[src/rtl/alu_issue_ctrl.sv]
// Purpose: sequences operand requests into the combinational ALU and hands results downstream.
// Latency: result valid one edge after the accept edge, plus MUL_LAT extra edges for multiply.
// Backpressure: holds the result until out_ready; in_ready low while executing, follows out_ready in HOLD.
module alu_issue_ctrl #(
    parameter int MUL_LAT = 2,
    parameter int CNT_W   = 16
) (
    input  logic             clk,
    input  logic             rst,
    input  logic             in_valid,
    output logic             in_ready,
    input  logic [31:0]      in_a,
    input  logic [31:0]      in_b,
    input  logic [2:0]       in_sel,
    output logic [31:0]      alu_a,
    output logic [31:0]      alu_b,
    output logic [2:0]       alu_sel,
    input  logic [31:0]      alu_r,
    input  logic             alu_z,
    output logic             out_valid,
    input  logic             out_ready,
    output logic [31:0]      out_r,
    output logic             out_z,
    output logic             out_err,
    output logic [CNT_W-1:0] op_count
);

    localparam logic [1:0] S_IDLE  = 2'd0;
    localparam logic [1:0] S_EXEC  = 2'd1;
    localparam logic [1:0] S_MWAIT = 2'd2;
    localparam logic [1:0] S_HOLD  = 2'd3;

    localparam logic [2:0] OP_MUL  = 3'b100;

    logic [1:0] state;
    logic [3:0] wcnt;
    logic       accept;

    // HOLD passes downstream readiness straight through so back-to-back ops need no bubble.
    assign in_ready = (state == S_IDLE) || ((state == S_HOLD) && out_ready);
    assign accept   = in_valid && in_ready;

    always_ff @(posedge clk) begin
        if (rst) begin
            state     <= S_IDLE;
            wcnt      <= 4'd0;
            alu_a     <= 32'd0;
            alu_b     <= 32'd0;
            alu_sel   <= 3'd0;
            out_valid <= 1'b0;
            out_r     <= 32'd0;
            out_z     <= 1'b0;
            out_err   <= 1'b0;
            op_count  <= '0;
        end else begin
            case (state)
                S_MWAIT: begin
                    wcnt <= wcnt - 4'd1;
                    if (wcnt == 4'd1) begin
                        state <= S_EXEC;
                    end
                end
                S_EXEC: begin
                    out_r     <= alu_r;
                    out_z     <= alu_z;
                    out_err   <= (alu_sel == 3'b000) || (alu_sel == 3'b111);
                    out_valid <= 1'b1;
                    state     <= S_HOLD;
                end
                S_HOLD: begin
                    if (out_ready) begin
                        op_count  <= op_count + CNT_W'(1);
                        out_valid <= 1'b0;
                        state     <= S_IDLE;
                    end
                end
                default: begin
                    state <= S_IDLE;
                end
            endcase

            // An accept (from IDLE or a HOLD handoff) overrides the state chosen above.
            if (accept) begin
                alu_a   <= in_a;
                alu_b   <= in_b;
                alu_sel <= in_sel;
                if ((in_sel == OP_MUL) && (MUL_LAT > 0)) begin
                    wcnt  <= 4'(MUL_LAT);
                    state <= S_MWAIT;
                end else begin
                    state <= S_EXEC;
                end
            end
        end
    end

endmodule
[config.mk]
export PLATFORM = sky130hd
export DESIGN_NAME = alu_issue_ctrl
export DESIGN_NICKNAME = d
export VERILOG_FILES = /design/src/rtl/alu_issue_ctrl.sv
export SDC_FILE = /design/constraint.sdc
export NUM_CORES = 1
export LEC_CHECK = 0
export CORE_UTILIZATION = 37
export CTS_CLUSTER_SIZE = 14
export DETAILED_ROUTE_END_ITERATION = 6
export PLACE_DENSITY = 0.77
export SYNTH_ARGS = -nofsm -noshare
export SYNTH_HDL_FRONTEND = slang
export SYNTH_SLANG_ARGS = --single-unit
export TNS_END_PERCENT = 10
[constraint.sdc]
create_clock -name clk -period 1.8 [get_ports clk]
set_input_delay 0.27 -clock clk [delete_from_list [all_inputs] [get_ports clk]]
set_output_delay 0.27 -clock clk [all_outputs]
set_load 0.02 [all_outputs]
Yosys cells after proc, flatten, opt, wreduce, memory -nomap -nowiden
Index checks and enable logic that the tools add are counted.
{"block": "word_totals", "register_bits": 124, "out_inout_bits": 119, "latch_bits": 0, "n_memories": 0, "ram_bits": 0, "inputBits": 104, "mem_bits_ro": 0}
{"block": "op_classes", "multipliers": 0, "addsub": 2, "n_div": 0, "eq_ne": 9, "magnitude_cmp": 0, "shifts": 0, "n_reduce_logical": 10, "muxes": 10, "n_bitwise": 0}
{"op": "16-bit by 1-bit adder with 16-bit output (second input constant)", "count": 1}
{"op": "4-bit two-way mux", "count": 3}
{"op": "2-bit two-way mux", "count": 4}
{"op": "3-bit equality test (second input constant)", "count": 2}
{"op": "3-bit inequality test (second input constant)", "count": 2}
{"op": "2-bit one-hot mux with 3 select lines", "count": 1}
{"op": "2-bit AND reduction", "count": 3}
{"op": "2-bit equality test (second input constant)", "count": 2}
{"op": "4-bit by 1-bit equality test with 1-bit output (second input constant)", "count": 1}
{"op": "4-bit by 1-bit subtractor with 4-bit output (second input constant)", "count": 1}
{"op": "3-bit zero test", "count": 1}
{"op": "2-bit by 1-bit equality test with 1-bit output (second input constant)", "count": 1}
{"op": "1-bit logical AND", "count": 2}
{"op": "2-bit zero test", "count": 1}
{"op": "1-bit logical OR", "count": 2}
{"op": "2-bit inequality test (second input constant)", "count": 1}
{"op": "1-bit one-hot mux with 2 select lines", "count": 1}
{"op": "2-bit nonzero test", "count": 1}
{"op": "1-bit two-way mux", "count": 1}

Depth between registers and ports, before layout
Gate-level depths: netlist of the first run.
{"block": "logic_depth", "word_depth": 6, "ltp_mapped": 9, "mapped_depth_nobuf": 6}

Worst setup path after synthesis of the first run
OpenSTA, ideal clock, no wires.
{"block": "synth_timing", "path_kind": "reg2reg", "startpoint": "register op_count[0]", "endpoint": "register op_count[12]", "path_stages_with_launch": 6, "setup_slack_ps": 74, "arrival_ps": 1656, "period_less_slack_ps": 1726, "cell_sequence": "dfxtp_1 -> ha_1 -> nand3_2 -> or3_1 -> or3_1 -> a21oi_1"}
{"block": "synth_between", "elab_chain_len": 1}
{"item": "start, declared", "line_no": "25", "source": "output logic [CNT_W-1:0] op_count"}
{"item": "start signal, assigned", "line_no": "72", "source": "op_count <= op_count + CNT_W'(1);"}
{"item": "16-bit by 1-bit adder with 16-bit output", "line_no": "72"}
No other way between the ends.
A chain may end at the register's enable or synchronous reset.

Final worst setup path of the first run
{"block": "layout_timing", "startpoint": "register op_count[8]", "endpoint": "output port op_count[8]"}
No word-level cell between the ends.

==> flow_summary_export.csv, run 1 <==
group,metric,value,unit
status,outcome,"completed",
drt,dr.pass1.iters,5,
floorplan,die_w,113.6,microns
job,cap_violations,0,
worst_setup_path,crit_path_start,"op_count[8]",
worst_setup_path,endpoint,"op_count[8]",
logic_synthesis,synth_xor_xnor_area_share,2.469,%
timing,max_slew_margin,68.35,%
floorplan,core_area,12060,sq um
drt,drc,0,
logic_synthesis,yosysWarnings,0,
logic_synthesis,ys_seq_area_share,53.83,%
logic_synthesis,synthesis.nets,643,
timing,fin_crit_sh,97.17,%
cts,cts.clk_slew.worst_paths,0.05,ns
layout,area_growth,68.15,%
worst_setup_path,crit_path_end_kind,"output pin",
hold_path,hp-class,"in2reg",
logic_synthesis,synth-compound-area-share,9.929,%
logic_synthesis,synth.distinct_cells,36,
timing,whs,0.2605,ns
logic_synthesis,synth_area,4612,sq um
cts,cts_tree,"done",
power_and_ir_drop,power.density,1335,nW/um^2
worst_setup_path,reg2reg_slack,0.16,ns
cts,cts.sinks,124,
layout,post-route-util,64.29,%
global_routing,grt_pass1_vias,4331,
global_routing,grt_max_degree,45,
power_and_ir_drop,vdd_drop_max,0.6151,mV
drt,ant_nets,0,
logic_synthesis,netlist_instances,532,
worst_setup_path,crit_required,1.53,ns
cts,cts_buffers,17,
drt,via_per_inst,4.703,
floorplan,io_pins,223,
worst_setup_path,rr_startpoint,"state[1]",
timing,finalSetupTns,0,ns
floorplan,die_h,113.6,microns
floorplan,start_util,38.24,%
timing,grt_setup_unrepaired,"no",
global_routing,grt_pass1_wl,20160,microns
worst_setup_path,path_buf_inv,1,
logic_synthesis,synth.mux.area_fraction,7.596,%
power_and_ir_drop,leakagePower,2.886,nW
drt,drt-initial-drc-count,146,
timing,fmax,571.8,MHz
timing,hold_violations,0,
worst_setup_path,crit_path_start_kind,"flip-flop",
cts,cts_hold_buf,0,
layout,diodes,0,
worst_setup_path,r2r_end,"op_count[15]",
logic_synthesis,yosys.area_share.adder,1.899,%
layout,final_nets,869,
worst_setup_path,arrival,1.48,ns
worst_setup_path,cp_cell_sequence,"clkdlybuf4s50_1",
worst_setup_path,cpMaxStageDelayCell,"clkdlybuf4s50_1",
logic_synthesis,yosys.area_share.simple,20.48,%
drt,routed-via-count,4416,
place,routabilityCongestion,0.7580,
drt,wire_per_inst,13.57,microns
cts,clk_latency,0.41,ns
global_routing,grt.overflow.total,0,
timing,finalSetupViolCount,0,
place,dp_hpwl,9329,microns
worst_setup_path,max_stage_delay,0.65,ns
worst_setup_path,cp_max_fo,6,
worst_setup_path,worst-setup-path-type,"reg2out",
floorplan,dieArea,12920,sq um
timing,maxSlewViolCount,0,
timing,finalClockSkew,0.007371,ns
timing,worst_pin_slew,0.4681,ns
cts,htreeDepth,4,
worst_setup_path,reg2reg_depth,5,
global_routing,grtUsageTotal,19.99,%
cts,root_buffer,"clkbuf_16",
logic_synthesis,syn_area_per_cell,8.669,sq um
worst_setup_path,path_delay_family,"buffers and inverters",
worst_setup_path,crit_cells,1,
layout,drive_above_1_share,8.301,%
timing,period_minus_slack,1.749,ns
place,port_buffers,222,
floorplan,fp-row-count,40,
logic_synthesis,synth-seq-cells,124,
drt,wl,12740,microns
logic_synthesis,synth_top_family_by_area,"simple AND/OR/NAND/NOR gates",
global_routing,antenna_found_initial,0,
cts,cts.path.max_buffers,2,
==> synthesized netlist by cell type, drive strengths merged <==
cell type  count  area (sq um)
a211oi         1         7.510
a21o           1         7.510
a21oi         78         390.4
a311oi         1         8.760
and2           1         7.510
and2b          2         17.52
and4           1         8.760
buf           14         73.81
clkbuf        19         71.32
dfxtp        124          2482
ha             7         87.58
inv            8         30.03
mux2i         35         350.3
nand2        142         533.0
nand2b         1         6.260
nand3          5         35.03
nand4          3         25.02
nor2          52         195.2
nor3           2         10.01
nor3b          1         7.510
nor4           4         25.02
nor4b          1         8.760
o21a           1         7.510
o21ai          5         28.78
o31ai          1         7.510
or3            7         48.80
or3b           1         8.760
or4            1         7.510
xnor2         12         105.1
xor2           1         8.760
==> cells in the final DEF, fill, tap and decap left out, types with 2 or more instances in the layout <==
| cell | n |
|---|---|
| a21oi_1 | 78 |
| and2b_2 | 2 |
| buf_12 | 6 |
| buf_4 | 13 |
| bufinv_16 | 3 |
| clkbuf_1 | 2 |
| clkbuf_16 | 17 |
| clkbuf_8 | 3 |
| clkdlybuf4s50_1 | 219 |
| clkinv_2 | 3 |
| clkinv_4 | 3 |
| dfxtp_1 | 122 |
| ha_1 | 4 |
| ha_2 | 2 |
| inv_1 | 8 |
| mux2i_1 | 35 |
| nand2_1 | 142 |
| nand3_1 | 3 |
| nand3_2 | 2 |
| nand4_1 | 2 |
| nor2_1 | 52 |
| nor3_1 | 2 |
| nor4_1 | 4 |
| o21ai_0 | 4 |
| or3_1 | 6 |
| xnor2_1 | 12 |
==> report_power, final <==
part | internal (mW) | switching (mW)
clock | 2.28 | 1.19
combinational | 1.65 | 1.74
sequential | 3.22 | 0.272
total | 7.16 | 3.20
==> state kept, by name (all words and copies together), names as in the netlist <==
register / count
alu_sel: 3
op_count: 16
state: 2
out_r: 32
out_z: 1
wcnt: 4
alu_b: 32
out_valid: 1
out_err: 1
alu_a: 32
==> final cells by class <==
cell class / instances / area (sq um)
inverter: 8 / 30.03
timing repair buffer: 240 / 2434
multi-input combinational: 367 / 1981
fill: 976 / 4307
sequential: 124 / 2487
tap: 168 / 210.2
clock buffer: 22 / 474.2
clock inverter: 10 / 138.9
==> logic make-up after synthesis <==
family / Yosys count
adder cells (fa/ha/maj): 7
multiplexers: 35
buffers and inverters: 41
AO/OA/AOI/OAI: 88
AND/OR/NAND/NOR: 224
flip-flops: 124
XOR/XNOR: 13
==> worst min-delay path by stage <==
stage / from / end / slack (ns) / cells after the start
6_report: rst / wcnt[1] / 0.26 / 2
5_1_grt: rst / op_count[7] / 0.27 / 2
4_1_cts: rst / op_count[7] / 0.24 / 2
3_5_place_dp: alu_a[7] / alu_a[7] / 0.45 / 2
3_3_place_gp: alu_a[23] / alu_a[23] / 0.44 / 2
2_1_floorplan: in_a[25] / alu_a[25] / 0.41 / 2
==> stage by stage <==
step	std cells	setup WS [ns]	total power [mW]	instance area [sq um]
after floorplan	532	0.07357	5.365	4612
after global placement	907	-0.1586	6.825	7118
after detailed placement	907	-0.1811	6.927	7118
after CTS	939	0.008749	10.45	7739
after global routing	939	0.002095	10.85	7755
final	939	0.05103	10.35	7755
==> what timing repair did <==
item,in CTS,in global routing
buffers inserted,0,0
resized for setup,6,4
hold endpoints to repair,0,0
endpoints found under the setup margin,2,5
==> metal layers <==
metal | vias up | GRT usage, % | routed length (microns)
met5 | - | 0 | 0
li1 | 2202 | - | -
met4 | 0 | 10.26 | 260
met3 | 23 | 7.173 | 1049
met1 | 2029 | 20.72 | 5032
met2 | 162 | 35.49 | 6402
Power figures use the tool's default switching activity.
==> inputs of run 2 (changes only) <==
--- a/config.mk
+++ b/config.mk
@@ -9,6 +9,7 @@
 export CTS_CLUSTER_SIZE = 14
 export DETAILED_ROUTE_END_ITERATION = 6
 export PLACE_DENSITY = 0.77
+export REMOVE_ABC_BUFFERS = 1
 export SYNTH_ARGS = -nofsm -noshare
 export SYNTH_HDL_FRONTEND = slang
 export SYNTH_SLANG_ARGS = --single-unit
==> run 2 against run 1 <==
Net effect: register-to-register slack worse by 0.03 ns; critical path type unchanged; count of clock-buffer cells in the layout increased by 5; cell count is 0.11% higher; sequential share of layout area is essentially flat; fmax is 1.2% higher; largest cell class unchanged; wire length decreased by 1.4%; flip-flop and latch count is the same; first-iteration DRC count grew 94%.
==> flow_summary_export.csv, run 2 (same netlist as run 1, synthesis figures left out) <==
group,metric,value,unit
drt,routed-via-count,4350,
global_routing,grt_pass1_wl,19900,microns
cts,cts_hold_buf,0,
layout,diodes,0,
cts,cts.sinks,124,
worst_setup_path,crit_path_start,"op_count[1]",
place,routabilityCongestion,0.7420,
timing,fmax,578.5,MHz
drt,dr.pass1.iters,5,
worst_setup_path,worst-setup-path-type,"reg2out",
timing,maxSlewViolCount,0,
layout,mostFrequentLayoutCells,"clkdlybuf4s50_1 (217), nand2_1 (142), dfxtp_1 (122), a21oi_1 (78), nor2_1 (52)",
hold_path,hp-start,"rst",
floorplan,dieArea,12920,sq um
worst_setup_path,path_buf_inv,1,
drt,wl,12570,microns
worst_setup_path,cp_cell_sequence,"clkdlybuf4s50_1",
global_routing,grt.overflow.total,0,
power_and_ir_drop,leakagePower,2.931,nW
power_and_ir_drop,vdd_drop_max,0.6435,mV
place,port_buffers,222,
cts,post-cts-setup-buffers,0,
worst_setup_path,arrival,1.46,ns
floorplan,die_w,113.6,microns
layout,final_nets,870,
cts,cts_buffers,17,
power_and_ir_drop,power.density,1319,nW/um^2
worst_setup_path,cpMaxStageDelayCell,"clkdlybuf4s50_1",
timing,hold_violations,0,
cts,cts_resized,6,
drt,drt-initial-drc-count,283,
layout,instances_no_fill,940,
global_routing,grtUsageTotal,19.66,%
timing,finalSetupViolCount,0,
floorplan,die_h,113.6,microns
drt,via_per_inst,4.628,
place,place_inst,908,
timing,period_minus_slack,1.729,ns
worst_setup_path,cp_max_fo,4,
timing,fin_crit_sh,96.03,%
drt,ant_nets,0,
floorplan,io_pins,223,
timing,whs,0.1860,ns
floorplan,fp-row-count,40,
worst_setup_path,reg2reg_slack,0.13,ns
layout,reg.largest.list,"alu_a: 32 flops, alu_b: 32 flops, out_r: 32 flops",
cts,clk_latency,0.40,ns
timing,grt_setup_unrepaired,"no",
layout,mostFrequentLayoutCell,"clkdlybuf4s50_1",
place,dp_hpwl,9112,microns
status,outcome,"completed",
layout,area_growth,68.37,%
worst_setup_path,rr_startpoint,"op_count[0]",
layout,drive_above_1_share,8.290,%
worst_setup_path,max_stage_delay,0.66,ns
drt,drc,0,
worst_setup_path,crit_path_end_kind,"output pin",
floorplan,core_area,12060,sq um
timing,finalClockSkew,0.008626,ns
cts,cts_tree,"done",
worst_setup_path,crit_required,1.53,ns
hold_path,hp-class,"in2reg",
worst_setup_path,crit_path_start_kind,"flip-flop",
timing,finalSetupTns,0,ns
worst_setup_path,path_delay_family,"buffers and inverters",
global_routing,antenna_found_initial,0,
cts,htreeDepth,4,
global_routing,grt_pass1_vias,4184,
drt,wire_per_inst,13.37,microns
floorplan,start_util,38.24,%
job,cap_violations,0,
timing,max_slew_margin,74.58,%
layout,nFillCells,989,
timing,worst_pin_slew,0.3813,ns
cts,cts.path.max_buffers,2,
global_routing,grt_max_degree,61,
cts,cts.clk_slew.worst_paths,0.05,ns
cts,root_buffer,"clkbuf_16",
## run 2: cell type report
cell class	count	area, sq um	share of cell area (%)
clock buffer	27	533.0	6.864
clock inverter	5	77.57	0.9990
inverter	8	30.03	0.3867
multi-input combinational	367	1981	25.51
sequential	124	2487	32.03
tap	168	210.2	2.707
timing repair buffer	241	2446	31.50
## run 2: layer usage
layer	GRT usage, %	vias to the layer above	wire (microns)
met3	6.323	19	812
met4	8.684	0	227
met1	20.93	1994	4933
met5	0	-	0
met2	35.45	139	6596
li1	-	2198	-
## run 2: final timing paths
path / to / cells after the start
setup reg to reg: op_count[12] / 5
hold / removal: state[1] / 2
hold reg to reg: alu_a[11] / 2
setup / recovery: op_count[1] / 1
## run 2: per-stage QoR
step / setup WS (ns) / instance area, sq um / total power, mW / utilization (%)
floorplan: -0.7538 / 4467 / 5.270 / -
global placement: -0.1430 / 7126 / 6.773 / 59.08
detailed placement: -0.1526 / 7126 / 6.870 / 59.08
CTS: 0.01786 / 7742 / 10.35 / 64.19
global route: 0.002723 / 7765 / 10.80 / 64.38
finish: 0.07142 / 7765 / 10.24 / 64.38
## run 2: where the power goes
part / leakage, nW / internal [mW] / switching, mW / total [mW]
clock: 0.300 / 2.29 / 1.12 / 3.41
sequential: 1.01 / 3.22 / 0.268 / 3.49
combinational: 1.62 / 1.61 / 1.72 / 3.33
total: 2.93 / 7.13 / 3.11 / 10.2
==> inputs of run 3 (changes only) <==
--- a/config.mk
+++ b/config.mk
@@ -5,10 +5,11 @@
 export SDC_FILE = /design/constraint.sdc
 export NUM_CORES = 1
 export LEC_CHECK = 0
+export ABC_AREA = 1
 export CORE_UTILIZATION = 37
 export CTS_CLUSTER_SIZE = 14
 export DETAILED_ROUTE_END_ITERATION = 6
-export PLACE_DENSITY = 0.77
+export PLACE_DENSITY = 0.76
 export REMOVE_ABC_BUFFERS = 1
 export SYNTH_ARGS = -nofsm -noshare
 export SYNTH_HDL_FRONTEND = slang
==> constraint.sdc (replaced) <==
create_clock -name clk -period 1.8 [get_ports clk]
set_input_delay 0.45 -clock clk [delete_from_list [all_inputs] [get_ports clk]]
set_output_delay 0.45 -clock clk [all_outputs]
set_load 0.02 [all_outputs]
==> run 3 against run 2 <==
Net effect: flip-flop and latch count stayed put; sequential share of layout area is 0.097 points higher; critical path depth is 4 higher; design area is 0.40% lower; area after synthesis is 3.7% higher; fmax is 0.29% higher; clock power is 4% higher; combinational power is 36% higher; register-to-register slack better by 0.24 ns; via count is 11% higher; critical endpoint is now in_ready.
==> flow_summary_export.csv, run 3 <==
group,metric,value,unit
layout,mostFrequentLayoutCell,"nor2_1",
worst_setup_path,cp_max_fo,3,
logic_synthesis,synth.distinct_cells,25,
timing,fmax,580.2,MHz
global_routing,grtUsageTotal,20.29,%
place,port_buffers,222,
worst_setup_path,rr_startpoint,"state[0]",
global_routing,grt.overflow.total,0,
cts,cts.path.max_buffers,2,
timing,max_slew_margin,78.29,%
logic_synthesis,yosysWarnings,0,
cts,cts_resized,119,
drt,drt-initial-drc-count,246,
timing,hold_violations,0,
logic_synthesis,synthFlopType,"dfxtp_1",
worst_setup_path,crit_required,1.35,ns
layout,drive_above_1_share,7.745,%
cts,post-cts-setup-buffers,0,
drt,routed-via-count,4820,
timing,worst_pin_slew,0.3257,ns
worst_setup_path,arrival,1.27,ns
status,outcome,"completed",
drt,wl_met1,5655,microns
floorplan,die_w,115.7,microns
worst_setup_path,r2r_end,"alu_sel[1]",
floorplan,core_area,12620,sq um
timing,fin_crit_sh,95.75,%
job,cap_violations,0,
floorplan,fp-row-count,41,
logic_synthesis,synth.area.top_cells,"dfxtp_1 (52%), nor2_1 (19%), o21ai_1 (7.0%)",
drt,ant_nets,0,
cts,cts.clk_slew.worst_paths,0.05,ns
floorplan,io_pins,223,
power_and_ir_drop,power.density,1554,nW/um^2
hold_path,holdPathStages,2,
logic_synthesis,yosysMostFrequentCell,"nor2_1",
global_routing,grt_pass1_vias,4511,
layout,multi_input_area,1959,sq um
drt,via_per_inst,4.590,
drt,dr.pass1.iters,5,
timing,whs,0.4729,ns
worst_setup_path,reg2reg_slack,0.37,ns
layout,diodes,0,
worst_setup_path,max_stage_delay,0.34,ns
logic_synthesis,syn_area_per_cell,7.553,sq um
cts,root_buffer,"clkbuf_16",
logic_synthesis,yosysTopAreaCell,"dfxtp_1",
logic_synthesis,netlist_top_cells_count,"nor2_1 (236), dfxtp_1 (124), o21ai_1 (67)",
layout,nFillCells,1170,
power_and_ir_drop,vdd_drop_max,0.7787,mV
global_routing,antenna_found_initial,0,
logic_synthesis,synth_enable_flop_cells,0,
drt,wl,13330,microns
worst_setup_path,cp_cell_sequence,"inv_1 > ha_1 > inv_1 > nand2_2 > buf_4",
cts,cts_hold_buf,0,
layout,final_nets,977,
hold_path,hp-start,"alu_b[15]",
layout,mostFrequentLayoutCells,"nor2_1 (236), dfxtp_1 (122), dlygate4sd2_1 (115), clkdlybuf4s50_1 (102), o21ai_1 (67)",
global_routing,grt_max_degree,70,
worst_setup_path,cpMaxStageDelayCell,"dfxtp_2",
floorplan,dieArea,13380,sq um
logic_synthesis,ys_seq_area_share,51.92,%
hold_path,min_to,"alu_b[15]",
timing,period_minus_slack,1.724,ns
layout,reg.largest.list,"alu_a: 32 flops, alu_b: 32 flops, out_r: 32 flops",
cts,cts_tree,"done",
logic_synthesis,synth.top_cell.area_share,51.92,%
timing,maxSlewViolCount,0,
drt,wire_per_inst,12.69,microns
cts,cts_buffers,17,
worst_setup_path,cp_common_cell,"inv_1",
power_and_ir_drop,leakagePower,3.675,nW
floorplan,die_h,115.7,microns
worst_setup_path,crit_path_start_kind,"flip-flop",
worst_setup_path,worst-setup-path-type,"reg2out",
logic_synthesis,synth-seq-cells,124,
worst_setup_path,reg2reg_depth,8,
global_routing,grt_pass1_wl,21050,microns
logic_synthesis,synth-async-reset-ratio,0,%
place,routabilityCongestion,0.7886,
cts,htreeDepth,4,
floorplan,start_util,37.88,%
logic_synthesis,synth_area,4781,sq um
timing,finalClockSkew,0.006386,ns
hold_path,hp-class,"reg2reg",
place,dp_hpwl,9187,microns
drt,drc,0,
cts,clk_latency,0.41,ns
logic_synthesis,netlist_instances,633,
drt,top_layer,"met4",
layout,regArea,2485,sq um
layout,area_growth,61.76,%
drt,wl_met3,1349,microns
drt,dr_wl_met2,6059,microns
cts,cts.sinks,124,
worst_setup_path,crit_path_end_kind,"output pin",
power_and_ir_drop,p_total,12.02,mW
timing,finalSetupViolCount,0,
-- run 3: logic make-up (layout without fill, tap and decap cells) --
family	count (synthesis)	in the layout	share of synthesized area (%)
buf+inv	65	310	7.145
simple gates	311	311	25.52
fa+ha+maj	7	7	1.832
flops	124	124	51.92
xor+xnor	4	4	0.7329
compound gates	122	122	12.85
-- run 3: power by group --
group,total [mW],internal [mW],leakage (nW),switching [mW]
clock,3.53,2.33,0.295,1.20
combinational,4.54,1.78,2.36,2.76
sequential,3.95,3.58,1.02,0.365
total,12.0,7.69,3.67,4.33
-- run 3: layout make-up --
class	count	area share (%)
flip-flops and latches	124	32.13
repair buffers	248	30.30
multi-input cells	444	25.34
clock buffers	19	5.727
well taps	172	2.783
clock inverters	12	2.216
inverters	31	1.505
-- run 3: worst max path at each step --
| stage | endpoint | slack, ns | startpoint |
|---|---|---|---|
| after floorplan | state[1] | -0.78 | state[0] |
| after global placement | in_ready | -0.45 | out_ready |
| after detailed placement | in_ready | -0.46 | out_ready |
| after CTS | in_ready | -0.005 | state[1] |
| after global routing | in_ready | -0.004 | state[0] |
| final | in_ready | 0.08 | state[0] |
-- run 3: per-layer routing --
metal | GRT usage, % | up-vias
li1 | - | 2487
met1 | 23.04 | 2138
met2 | 33.13 | 175
met3 | 8.577 | 20
met4 | 9.402 | 0
met5 | 0 | -
-- run 3: worst max-delay path, delay by kind of cell, from the launching register on --
kind	cells	cell delay (ns)
adder cells (fa/ha/maj)	1	0.18
buffers and inverters	3	0.28
flip-flops	1	0.34
AND/OR/NAND/NOR	1	0.06
-- run 3: per-stage QoR --
step	area (sq um)	worst slack, ns	TNS [ns]	cells	util [%]
after CTS	7716	-0.005450	-0.005450	1050	61.14
after detailed placement	7251	-0.4599	-1.614	1019	57.46
after global placement	7251	-0.4543	-1.114	1019	57.46
final	7734	0.07644	0	1050	61.28
after global routing	7734	-0.004136	-0.004136	1050	61.28
after floorplan	4556	-0.7774	-53.09	599	-
==> RTL change 1, RTL diff (settings of run 3) <==
The parameter `CNT_W` goes from 16 to 32.
--- a/src/rtl/alu_issue_ctrl.sv
+++ b/src/rtl/alu_issue_ctrl.sv
@@ -3,7 +3,7 @@
 // Backpressure: holds the result until out_ready; in_ready low while executing, follows out_ready in HOLD.
 module alu_issue_ctrl #(
     parameter int MUL_LAT = 2,
-    parameter int CNT_W   = 16
+    parameter int CNT_W   = 32
 ) (
     input  logic             clk,
     input  logic             rst,
Ports: changed (resized op_count); port bits go from 223 to 239. The function was not compared with the original's and may differ.
==> RTL change 1 against run 3 <==
  * Total power shrank 2.4%
  * Critical path depth did not move
  * Count of clock-buffer cells in the layout is 3 higher
  * Final area rose by 14%
  * Routed wire length grew 22%
  * Non-clock buffer count increased by 25
  * Maximum frequency down 1.4%
  * Synthesized area grew 19%
  * Clock skew up 0.0017 ns
  * Worst setup slack got worse by 0.025 ns
  * Sequential cell count rose by 16
  * Sequential share of layout area shrank 0.35 points
  * Combinational power decreased by 8.4%
==> RTL change 1: results (changes against run 3) <==
- The count of H-tree levels built during CTS is 4 (unchanged).
- The total number of vias is 5758 (+19%).
- The first-pass GRT wire length came to 26500 um (+26%).
- The number of distinct standard cells referenced by the synthesized netlist is 29 (+16%).
- The first-pass iteration count of the detailed router is 4 (-1).
- The global routing usage summed across all routing layers is 0.211 (+0.00765).
- The last weighted congestion value of the routability-driven placer is 0.823 (+4.4%).
- The maximum vdd drop is 0.989 mV (+27%).
- The yosys synthesis warning count was 0 (unchanged).
- The final standard cell count with taps included and fillers excluded is 1231 (+17%).
- After synthesis, the most frequently instantiated cells are 251 x nor2_1, 140 x dfxtp_1, 113 x o21ai_0.
- The DRC violation total after the first TritonRoute iteration is 319 (+30%).
- The pin count of the biggest net entering global routing is 53 (-24%).
- The number of antenna violations at the first check in global routing is 0 (unchanged).
- The total placed cells including tap cells is 1201 (+18%).
- The clock-pin slew on the worst setup and hold paths is 0.06 ns.
- The insertion delay of the later-clocked pin in the worst-skew pair is 0.41 ns (about the same).
- The number of global-route vias before repair is 5436 (+21%).
- Ranked by total cell area, the synthesized netlist is headed by dfxtp_1 49%, nor2_1 17%, o21ai_0 9.9%.
- The leakage power summed over all cells is 0.00420 uW (+14%).
- The critical path arrival is 1.30 ns (+0.03 ns).
- The fraction of layout instances using a drive strength above 1 is 0.0844 (+0.00692).
- The register area share after synthesis is 0.491 (-0.0278).
- The total length of routed wires is 16300 um (+22%).
- The largest fanout on the critical path is 4 (+1).
- The cell with the largest stage delay on the worst path is dfxtp_4.
- The clock tree skew after final layout is 0.00811 ns (+0.00172 ns).
- The worst-margin pin slew came to 0.338 ns (+0.0128 ns).
- The tightest min-delay check is of the reg2reg type.
- The final layout net count was 1144 (+17%).
- The delay of the slowest cell on the worst path is 0.35 ns.
- The number of cells produced by synthesis is 778 (+23%).
- The worst setup slack after placement is -0.359 ns (+0.101 ns).
- The count of port buffers added during placement is 238 (+7.2%).
- The placed wire-length estimate after detailed placement was 11700 um (+27%).
- The flow ran to the end, and the final reports show no timing, DRC or antenna violations.
[RTL change 1: changes by cell type after synthesis, sizes merged, moves of 4 or more]
| cell | run 3 | this run |
|---|---|---|
| nand3 | 12 | 31 |
| o21ai | 108 | 117 |
| dfxtp | 124 | 140 |
| nor2 | 237 | 263 |
| clkbuf | 15 | 23 |
| inv | 30 | 60 |
| a21oi | 12 | 20 |
| buf | 19 | 14 |
| xnor2 | 1 | 5 |
| nand2 | 51 | 77 |
| nand4 | 6 | 10 |
[RTL change 1: logic make-up (layout without fill, tap and decap cells)]
group | Yosys count | after routing | share of synthesized area
and+or+nand+nor | 389 | 389 | 0.287
buffers and inverters | 97 | 362 | 0.0746
xor gates and xnor gates | 6 | 6 | 0.00921
adders and majority gates | 7 | 7 | 0.0154
DFF | 140 | 140 | 0.491
AOI/OAI and AO/OA | 139 | 139 | 0.123
[RTL change 1: timing repair]
action / in CTS / in global routing
pin swaps: 0 / 1
gates cloned: 0 / 0
gates resized for setup: 134 / 10
setup endpoints to repair: 131 / 9
setup buffers: 0 / 1
[RTL change 1: routing by layer]
| metal | up-vias | share of wire | GRT usage |
|---|---|---|---|
| li1 | 2974 | - | - |
| met1 | 2594 | 0.43 | 0.243 |
| met2 | 154 | 0.49 | 0.356 |
| met3 | 36 | 0.048 | 0.0586 |
| met4 | 0 | 0.031 | 0.108 |
| met5 | - | 0 | 0 |
[RTL change 1: worst reg2reg max path: stages, from the launching register on]
cell and delay [ns]:
dfxtp_4 0.35, ha_1 0.20, nand2_2 0.07, buf_4 0.19, nor2_4 0.14, nand2_1 0.10, nor2_2 0.13, nand2_1 0.11
nor2_2 0.12, nand2_1 0.06, nand2_1 0.06, nor2_1 0.04
[RTL change 1: final cells by class]
class	count	area, sq um
Fill cell	1435	6310
Clock buffer	22	464
Tap cell	188	235
Clock inverter	7	92.6
Inverter	60	225
Timing Repair Buffer	273	2530
Multi-Input combinational cell	541	2480
Sequential cell	140	2810
[RTL change 1: where the power goes]
| group | switching, uW | internal, uW | total (uW) |
|---|---|---|---|
| clock | 1270 | 2080 | 3360 |
| combinational | 2540 | 1620 | 4160 |
| sequential | 346 | 3870 | 4220 |
[RTL change 1: through the flow]
stage	utilization	area, sq um
after global routing	0.583	8830
final	0.583	8830
after global placement	0.555	8410
after floorplan	-	5500
after detailed placement	0.555	8410
after CTS	0.582	8810
[RTL change 1: worst paths after layout]
| kind | endpoint | startpoint | cells past startpoint | slack, ns |
|---|---|---|---|---|
| worst min register to register | alu_b[30] | alu_b[30] | 2 | 0.47 |
| worst max-delay path | in_ready | state[0] | 5 | 0.05 |
| worst min-delay path | alu_b[30] | alu_b[30] | 2 | 0.47 |
| worst max register to register | op_count[18] | state[0] | 11 | 0.14 |
==> RTL change 2, RTL diff (flow settings as in run 3) <==
Without the edit above. Reset style: asynchronous (`rst`), changed in one clocked block.
--- a/src/rtl/alu_issue_ctrl.sv
+++ b/src/rtl/alu_issue_ctrl.sv
@@ -40,7 +40,7 @@
     assign in_ready = (state == S_IDLE) || ((state == S_HOLD) && out_ready);
     assign accept   = in_valid && in_ready;
 
-    always_ff @(posedge clk) begin
+    always_ff @(posedge clk or posedge rst) begin
         if (rst) begin
             state     <= S_IDLE;
             wcnt      <= 4'd0;
Function: differs if rst is asserted again (counterexample within 4 cycles, from zero or initial values and one cycle with rst high); with rst held inactive, the same outputs for 10 cycles.
==> RTL change 2 against run 3 <==
  * Final area grew 4.5%
  * Die area rose by 5.8%
  * Combinational power increased by 35%
  * Worst setup slack worse by 0.026 ns
  * Largest cell class unchanged
  * Critical path depth fell by 1
  * Synthesized area is 5.9% higher
  * Maximum frequency shrank 1.5%
  * Routed wire length fell by 2.8%
  * Total power up 16%
  * Sequential cell count stayed put
  * Register-to-register slack lost 0.22 ns
==> RTL change 2: results (changes against run 3) <==
- The clock distribution area overhead in the final layout is 0.0689 (-0.0106).
- The area taken by flip-flops and latches was 3100 sq um (+25%).
- The leading register cell type out of synthesis is dfrtp_1.
- The register-to-register setup slack is 0.15 ns (-0.22 ns).
- The share of flip-flops with an asynchronous set or reset after synthesis came to 1.00 (+1.00).
- The total length of routed met2 wires is 6050 um (-0.23%).
- The total number of vias is 4446 (-7.8%).
- The power spent charging and discharging nets is 5570 uW (+29%).
- The met1 track utilization from global routing came to 0.244 (+0.0136).
- The area after detailed placement is 7660 sq um (+5.6%).
- The register area share after synthesis is 0.613 (+0.0934).
- The multi-input combinational area share was 0.215 (-0.0384).
- The met2 track demand over resource is 0.314 (-0.0170).
- The last weighted congestion value of the routability-driven placer is 0.762 (-3.3%).
- The fill cell instance count of the final layout came to 1197 (+2.3%).
- The path class of the lowest-slack min-delay path is in2async.
- The endpoint identified for the worst register-to-register timing path is alu_b[30].
- The total of plain and repair buffers excluding clock buffers is 252 (+1.6%).
- The placed wire-length estimate after detailed placement is 9410 um (+2.5%).
- The flow ran to the end, and the final reports show no timing, DRC or antenna violations.
- The share of final layout cell area taken by non-clock buffers is 0.292 (-0.0112).
- The global routing usage summed across all routing layers is 0.200 (-0.00249).
- In the synthesized netlist, the cells that appear most often are 333 x nand2_1, 124 x dfrtp_1, 26 x inv_1.
- The first-pass GRT wire length is 22100 um (+4.9%).
- The final critical-path setup slack is 0.0509 ns (-0.0255 ns).
- The combinational-cell power consumption came to 6110 uW (+35%).
- The final layout net count was 939 (-3.9%).
- The total length of routed wires is 13000 um (-2.8%).
- The fraction of layout instances using a drive strength above 1 is 0.0856 (+0.00816).
- The number of distinct standard cells referenced by the synthesized netlist is 23 (-8.0%).
- In this run the critical register-to-register path is launched from state[0].
- The cell with the largest stage delay on the worst path is dfrtp_1.
- The number of global-route vias before repair is 4481 (-0.67%).
- The delay of the slowest cell on the worst path was 0.41 ns (+0.07 ns).
- The worst setup slack after placement is -0.348 ns (+0.112 ns).
- The number of combinational gates with multiple inputs came to 405 (-8.8%).
- The combined area of all synthesized cells is 5060 sq um (+5.9%).
## RTL change 2: cell families (layout without fill, tap and decap cells)
group,Yosys count,after routing,share of synthesized area
flops,124,124,0.613
xor+xnor,12,12,0.0208
simple gates,377,377,0.293
compound gates,9,9,0.00939
fa+ha+maj,7,7,0.0173
buf+inv,50,312,0.0472
## RTL change 2: through the flow
stage,cells,hold WS [ns]
5_1_grt,1017,0.376
6_report,1017,0.369
2_1_floorplan,557,0.480
4_1_cts,1016,0.364
3_5_place_dp,984,0.458
3_3_place_gp,984,0.453
## RTL change 2: critical path: cells and delay by family (launching register included)
family / cells / cell delay, ns
adders and majority gates: 1 / 0.22
DFF: 1 / 0.41
and+or+nand+nor: 2 / 0.11
buffers and inverters: 1 / 0.15
## RTL change 2: repair_timing
item,in CTS,in global routing
gates resized for setup,122,7
cloned,0,0
hold buffers,0,0
pin swaps,0,0
endpoints found under the setup margin,119,43
buffers inserted,0,1
